File: src/rtl/mem_port_arbiter.sv
// mem_port_arbiter
//   Shares one unified memory port between the fetch side (F) and the data
//   side (M). The data side wins contention because it belongs to the older
//   instruction. A streak counter forces a fetch grant after DSTREAK_MAX
//   consecutive data grants made while a fetch was waiting.
//
// Ports
//   clk, reset                      clock, synchronous active-high reset
//   instr_req/instr_addr            fetch request (held until instrackF)
//   instrackF/instr_rdata           fetch acknowledge (low = stall) and data
//   data_req/we/be/addr/wdata       load/store request (held until dataackM)
//   dataackM/data_rdata             data acknowledge (low = stall) and data
//   mem_req/we/be/addr/wdata        memory access, held until mem_ready
//   mem_rdata/mem_ready             memory response (1-cycle ready pulse)
//   bus_error                       sticky watchdog flag
//
// Configuration
//   MEMARB_TIMEOUT_EN  enables a per-access watchdog: after TIMEOUT access
//                      cycles without mem_ready the access completes with
//                      zero read data and bus_error is set until reset.
//                      Without it bus_error is constant 0.
module mem_port_arbiter #(
    parameter int AW          = 32,
    parameter int DW          = 32,
    parameter int DSTREAK_MAX = 4,
    parameter int TIMEOUT     = 255
) (
    input  logic            clk,
    input  logic            reset,
    input  logic            instr_req,
    input  logic [AW-1:0]   instr_addr,
    output logic            instrackF,
    output logic [DW-1:0]   instr_rdata,
    input  logic            data_req,
    input  logic            data_we,
    input  logic [DW/8-1:0] data_be,
    input  logic [AW-1:0]   data_addr,
    input  logic [DW-1:0]   data_wdata,
    output logic            dataackM,
    output logic [DW-1:0]   data_rdata,
    output logic            mem_req,
    output logic            mem_we,
    output logic [DW/8-1:0] mem_be,
    output logic [AW-1:0]   mem_addr,
    output logic [DW-1:0]   mem_wdata,
    input  logic [DW-1:0]   mem_rdata,
    input  logic            mem_ready,
    output logic            bus_error
);

    typedef enum logic [1:0] {IDLE, IACC, DACC, DONE} state_t;

    localparam int SW = $clog2(DSTREAK_MAX + 1);
    localparam logic [SW-1:0] SMAX = SW'(DSTREAK_MAX);

    state_t        state, state_nxt;
    logic          grant_d;     // 1: current access belongs to the data side
    logic [SW-1:0] streak;
    logic          pick_d, pick_f, in_acc, finish, tmo_hit;

    assign in_acc    = (state == IACC) || (state == DACC);
    assign pick_d    = data_req && (!instr_req || (streak < SMAX));
    assign pick_f    = !pick_d && instr_req;
    assign finish    = in_acc && (mem_ready || tmo_hit);
    assign mem_req   = in_acc;
    assign instrackF = !instr_req || ((state == DONE) && !grant_d);
    assign dataackM  = !data_req  || ((state == DONE) && grant_d);

`ifdef MEMARB_TIMEOUT_EN
    localparam int CW = ($clog2(TIMEOUT + 1) < 8) ? 8 : $clog2(TIMEOUT + 1);
    logic [CW-1:0] tmo_cnt;     // access cycles already spent before this one
    logic          bus_err_r;

    assign tmo_hit   = in_acc && !mem_ready && (tmo_cnt == CW'(TIMEOUT - 1));
    assign bus_error = bus_err_r;

    always_ff @(posedge clk) begin
        if (reset) begin
            tmo_cnt   <= '0;
            bus_err_r <= 1'b0;
        end else begin
            // Counter is zero whenever outside an access, so it starts clean.
            tmo_cnt <= in_acc ? tmo_cnt + 1'b1 : '0;
            if (tmo_hit)
                bus_err_r <= 1'b1;
        end
    end
`else
    assign tmo_hit   = 1'b0;
    assign bus_error = (TIMEOUT < 0);  // constant 0: no watchdog in this build
`endif

    always_ff @(posedge clk) begin
        if (reset)
            state <= IDLE;
        else
            state <= state_nxt;
    end

    always_comb begin
        state_nxt = state;
        case (state)
            IDLE: begin
                if (pick_d)
                    state_nxt = DACC;
                else if (pick_f)
                    state_nxt = IACC;
            end
            IACC, DACC: begin
                if (finish)
                    state_nxt = DONE;
            end
            DONE:    state_nxt = IDLE;
            default: state_nxt = IDLE;
        endcase
    end

    always_ff @(posedge clk) begin
        if (reset) begin
            grant_d     <= 1'b0;
            streak      <= '0;
            mem_we      <= 1'b0;
            mem_be      <= '0;
            mem_addr    <= '0;
            mem_wdata   <= '0;
            instr_rdata <= '0;
            data_rdata  <= '0;
        end else begin
            if (state == IDLE) begin
                if (pick_d) begin
                    grant_d   <= 1'b1;
                    mem_we    <= data_we;
                    mem_be    <= data_we ? data_be : '1;
                    mem_addr  <= data_addr;
                    mem_wdata <= data_wdata;
                    // Only grants that make a fetch wait extend the streak.
                    if (!instr_req)
                        streak <= '0;
                    else if (streak != SMAX)
                        streak <= streak + 1'b1;
                end else if (pick_f) begin
                    grant_d   <= 1'b0;
                    mem_we    <= 1'b0;
                    mem_be    <= '1;
                    mem_addr  <= instr_addr;
                    mem_wdata <= '0;
                    streak    <= '0;
                end
            end
            // A side that dropped its request (flush) does not take the data.
            if (finish) begin
                if (grant_d && data_req)
                    data_rdata <= mem_ready ? mem_rdata : '0;
                else if (!grant_d && instr_req)
                    instr_rdata <= mem_ready ? mem_rdata : '0;
            end
        end
    end

endmodule

File: config.mk
export PLATFORM = sky130hd
export DESIGN_NAME = mem_port_arbiter
export DESIGN_NICKNAME = d
export VERILOG_FILES = /design/src/rtl/mem_port_arbiter.sv
export SDC_FILE = /design/constraint.sdc
export NUM_CORES = 1
export LEC_CHECK = 0
export ABC_AREA = 1
export CAP_MARGIN = 0
export CORE_UTILIZATION = 35
export CTS_BUF_LIST = sky130_fd_sc_hd__clkbuf_4
export CTS_CLUSTER_SIZE = 24
export DETAILED_ROUTE_END_ITERATION = 12
export GPL_TIMING_DRIVEN = 0
export HOLD_SLACK_MARGIN = 0.12
export PLACE_DENSITY = 0.72
export SYNTH_ARGS = -nofsm -noshare
export SYNTH_HDL_FRONTEND = slang
export SYNTH_SLANG_ARGS = --single-unit
File: constraint.sdc
create_clock -name clk -period 3.5 [get_ports clk]
set_clock_uncertainty 0.05 [all_clocks]
set_input_delay 1.05 -clock clk [delete_from_list [all_inputs] [get_ports clk]]
set_output_delay 1.05 -clock clk [all_outputs]
set_load 0.02 [all_outputs]
==> flow_summary.toml <==
[setup_path]
critPathBufInv = 2
cp_data_arrival_time_ps = 2250
reg2reg_to = "data_rdata[30]$_SDFFE_PP0P_"
rr_startpoint = "state[0]$_SDFFE_PP0P_"
cp-end-kind = "output pin"
slowest_stage = "clkdlybuf4s50_1"
cp-endpoint = "dataackM"
cpLargestDelayFamily = "buffers and inverters"
worstPathCellList = "buf_2 > o21ai_0 > clkdlybuf4s50_1"
reg2reg_depth = 7
worstSetupPathDepth = 3
cp-startpoint = "data_req"
critPathLaunchType = "primary input"
cp_max_fo = 19
cp_slowest_stage_delay_ps = 630
rrSetupSlack_ps = 1540
crit_type = "primary input to output pin"
cp.required_ps = 2400

[sta]
finalMaxSlewViolations = 0
rsz0062_at_grt = "false"
hold_viol_final = 0
worst_slew_pin_slew_ps = 539
period_minus_slack_ps = 3350
relSlewSlack_pct = 64.1
whs_ps = 419
setup_viol = 0
finalCritPeriodShare_pct = 95.7
fmax_mhz = 299

[finish]
drive_above_1_share_pct = 5.71
final_common_cell = "clkdlybuf4s50_1"
design_area_sq_um = 8620
nNetsFinal = 1162
antenna_cells = 0
synthToLayoutAreaGrowth_pct = 59.1
final_cell_mix = "clkdlybuf4s50_1, nand2_1, dfxtp_1, a21oi_1, nor2_1"

[routing]
drt_wl_total_mm = 18.0
ant_nets = 0
drc = 0
vias = 5767
wl_per_cell_microns = 14.7
viasPerCell = 4.72
drtIter0Drc = 314
first_pass_iters = 7

[job]
cap_violations = 0

[synthesis]
synth_seq_area_share_pct = 51.4
yosysWarnings = 0
syn-num-nets = 874
ys_types = 22
syn_area_sq_um = 5420
synth-seq-cells = 139
netlist_instances = 732
synth_area_per_cell_sq_um = 7.40

[grt]
grt_busiest_layer = "met2"
antenna_found_initial = 0
met1_usage_pct = 26.1
grt_pass1_vias = 5327
grt_util_met3_pct = 9.95
use_met2_pct = 36.3
grt_overflow = 0
grt_usage_pct = 22.3
grt_pass1_wl_mm = 27.8
grt_max_degree = 20

[clock_tree]
cts.repair.resized = 0
clockBufferDepth = 2
htree_levels = 4
cts_tree = "done"
clock-sinks = 139
path_clk_slew_ps = 120
cts_buffers = 17
clkLatencyLatePin_ps = 530
cts_root_buffer = "clkbuf_4"

[place]
hpwl_mm = 13.3
io_buffer_count = 270
gp_congestion = 0.765
placed_area_sq_um = 8350

[power]
ir_drop_v = 0.000319
total_leakage_power_nw = 3.53
powerDensity_nw_per_um2 = 593

[floorplan]
die-area_sq_um = 16000
rows = 45
start_util_pct = 35.8
die_width_microns = 126
core_sq_um = 15100
design.portCount = 275
die_y_microns = 126

[run_status]
outcome = "complete, no violations"

[worst_hold_path]
hold_class = "flop to flop"
[flip-flops by register name, indices dropped and copies added (netlist names)]
name and count:
instr_rdata 32, state 2, mem_we 1, data_rdata 32, streak 3, mem_be 4
mem_wdata 32, mem_addr 32, grant_d 1
[layout make-up]
cell class / instances / area (sq um)
fillers: 1404 / 6530
repair buffers: 270 / 2700
inverters: 35 / 131
flip-flops and latches: 139 / 2780
clock inverters: 15 / 140
clock buffers: 17 / 128
plain buffers: 51 / 250
multi-input cells: 506 / 2250
well taps: 188 / 235
[power breakdown]
part	internal [W]	total (W)	switching (W)	leakage, nW
logic	0.000911	0.00209	0.00117	2.25
registers	0.00187	0.00202	0.000144	1.13
clock network	0.000363	0.00101	0.000644	0.137
[timing repair]
item / 4_1_cts / 5_1_grt
endpoints found under the setup margin: 1 / 0
hold buffers: 0 / 0
buffers inserted: 0 / 0
[tightest hold or removal path, stage by stage (launching register included)]
cell,delay [ps]
dfxtp_1,330
nand2_1,60
a21oi_1,50
[Yosys cell counts, drive strengths merged]
cell type	count	area (sq um)
a21oi	107	547
buf	24	149
clkbuf	28	105
conb	1	3.75
dfxtp	139	2780
ha	4	50.1
inv	35	131
nand2	221	847
nand3	34	170
nand4	2	12.5
nor2	69	272
o21ai	66	330
o21bai	2	15.0
[layer usage]
metal	part of all wire, %	vias to the layer above
met5	0	-
met4	1.5	0
met3	11	20
met2	46	213
met1	41	2605
li1	-	2929
[per-stage QoR]
| step | setup TNS, ps | setup slack [ps] | instances | total power (W) | util (%) |
|---|---|---|---|---|---|
| floorplan | 0 | 586 | 732 | 0.00316 | - |
| global placement | -230 | -230 | 1190 | 0.00412 | 55.2 |
| detailed placement | -219 | -219 | 1190 | 0.00414 | 55.2 |
| global route | 0 | 94.5 | 1221 | 0.00543 | 56.9 |
| finish | 0 | 151 | 1221 | 0.00511 | 56.9 |
| CTS | 0 | 132 | 1221 | 0.00516 | 56.9 |
[cells by family after synthesis]
logic type | share of synthesized area (%)
buffers and inverters | 7.12
AND/OR/NAND/NOR | 24.0
AO/OA/AOI/OAI | 16.5
flip-flops | 51.4
other | 0.0692
adder cells (fa/ha/maj) | 0.924
[worst min path at each step]
stage,to,depth (start not counted),start
2_1_floorplan,streak[0]$_SDFFE_PP0P_,1,streak[0]$_SDFFE_PP0P_
3_3_place_gp,mem_wdata[22]$_SDFFE_PP0P_,2,mem_wdata[22]$_SDFFE_PP0P_
3_5_place_dp,mem_wdata[11]$_SDFFE_PP0P_,2,mem_wdata[11]$_SDFFE_PP0P_
4_1_cts,mem_wdata[11]$_SDFFE_PP0P_,2,mem_wdata[11]$_SDFFE_PP0P_
5_1_grt,mem_wdata[7]$_SDFFE_PP0P_,2,mem_wdata[7]$_SDFFE_PP0P_
6_report,mem_wdata[9]$_SDFFE_PP0P_,2,mem_wdata[9]$_SDFFE_PP0P_
Power figures use the tool's default switching activity.
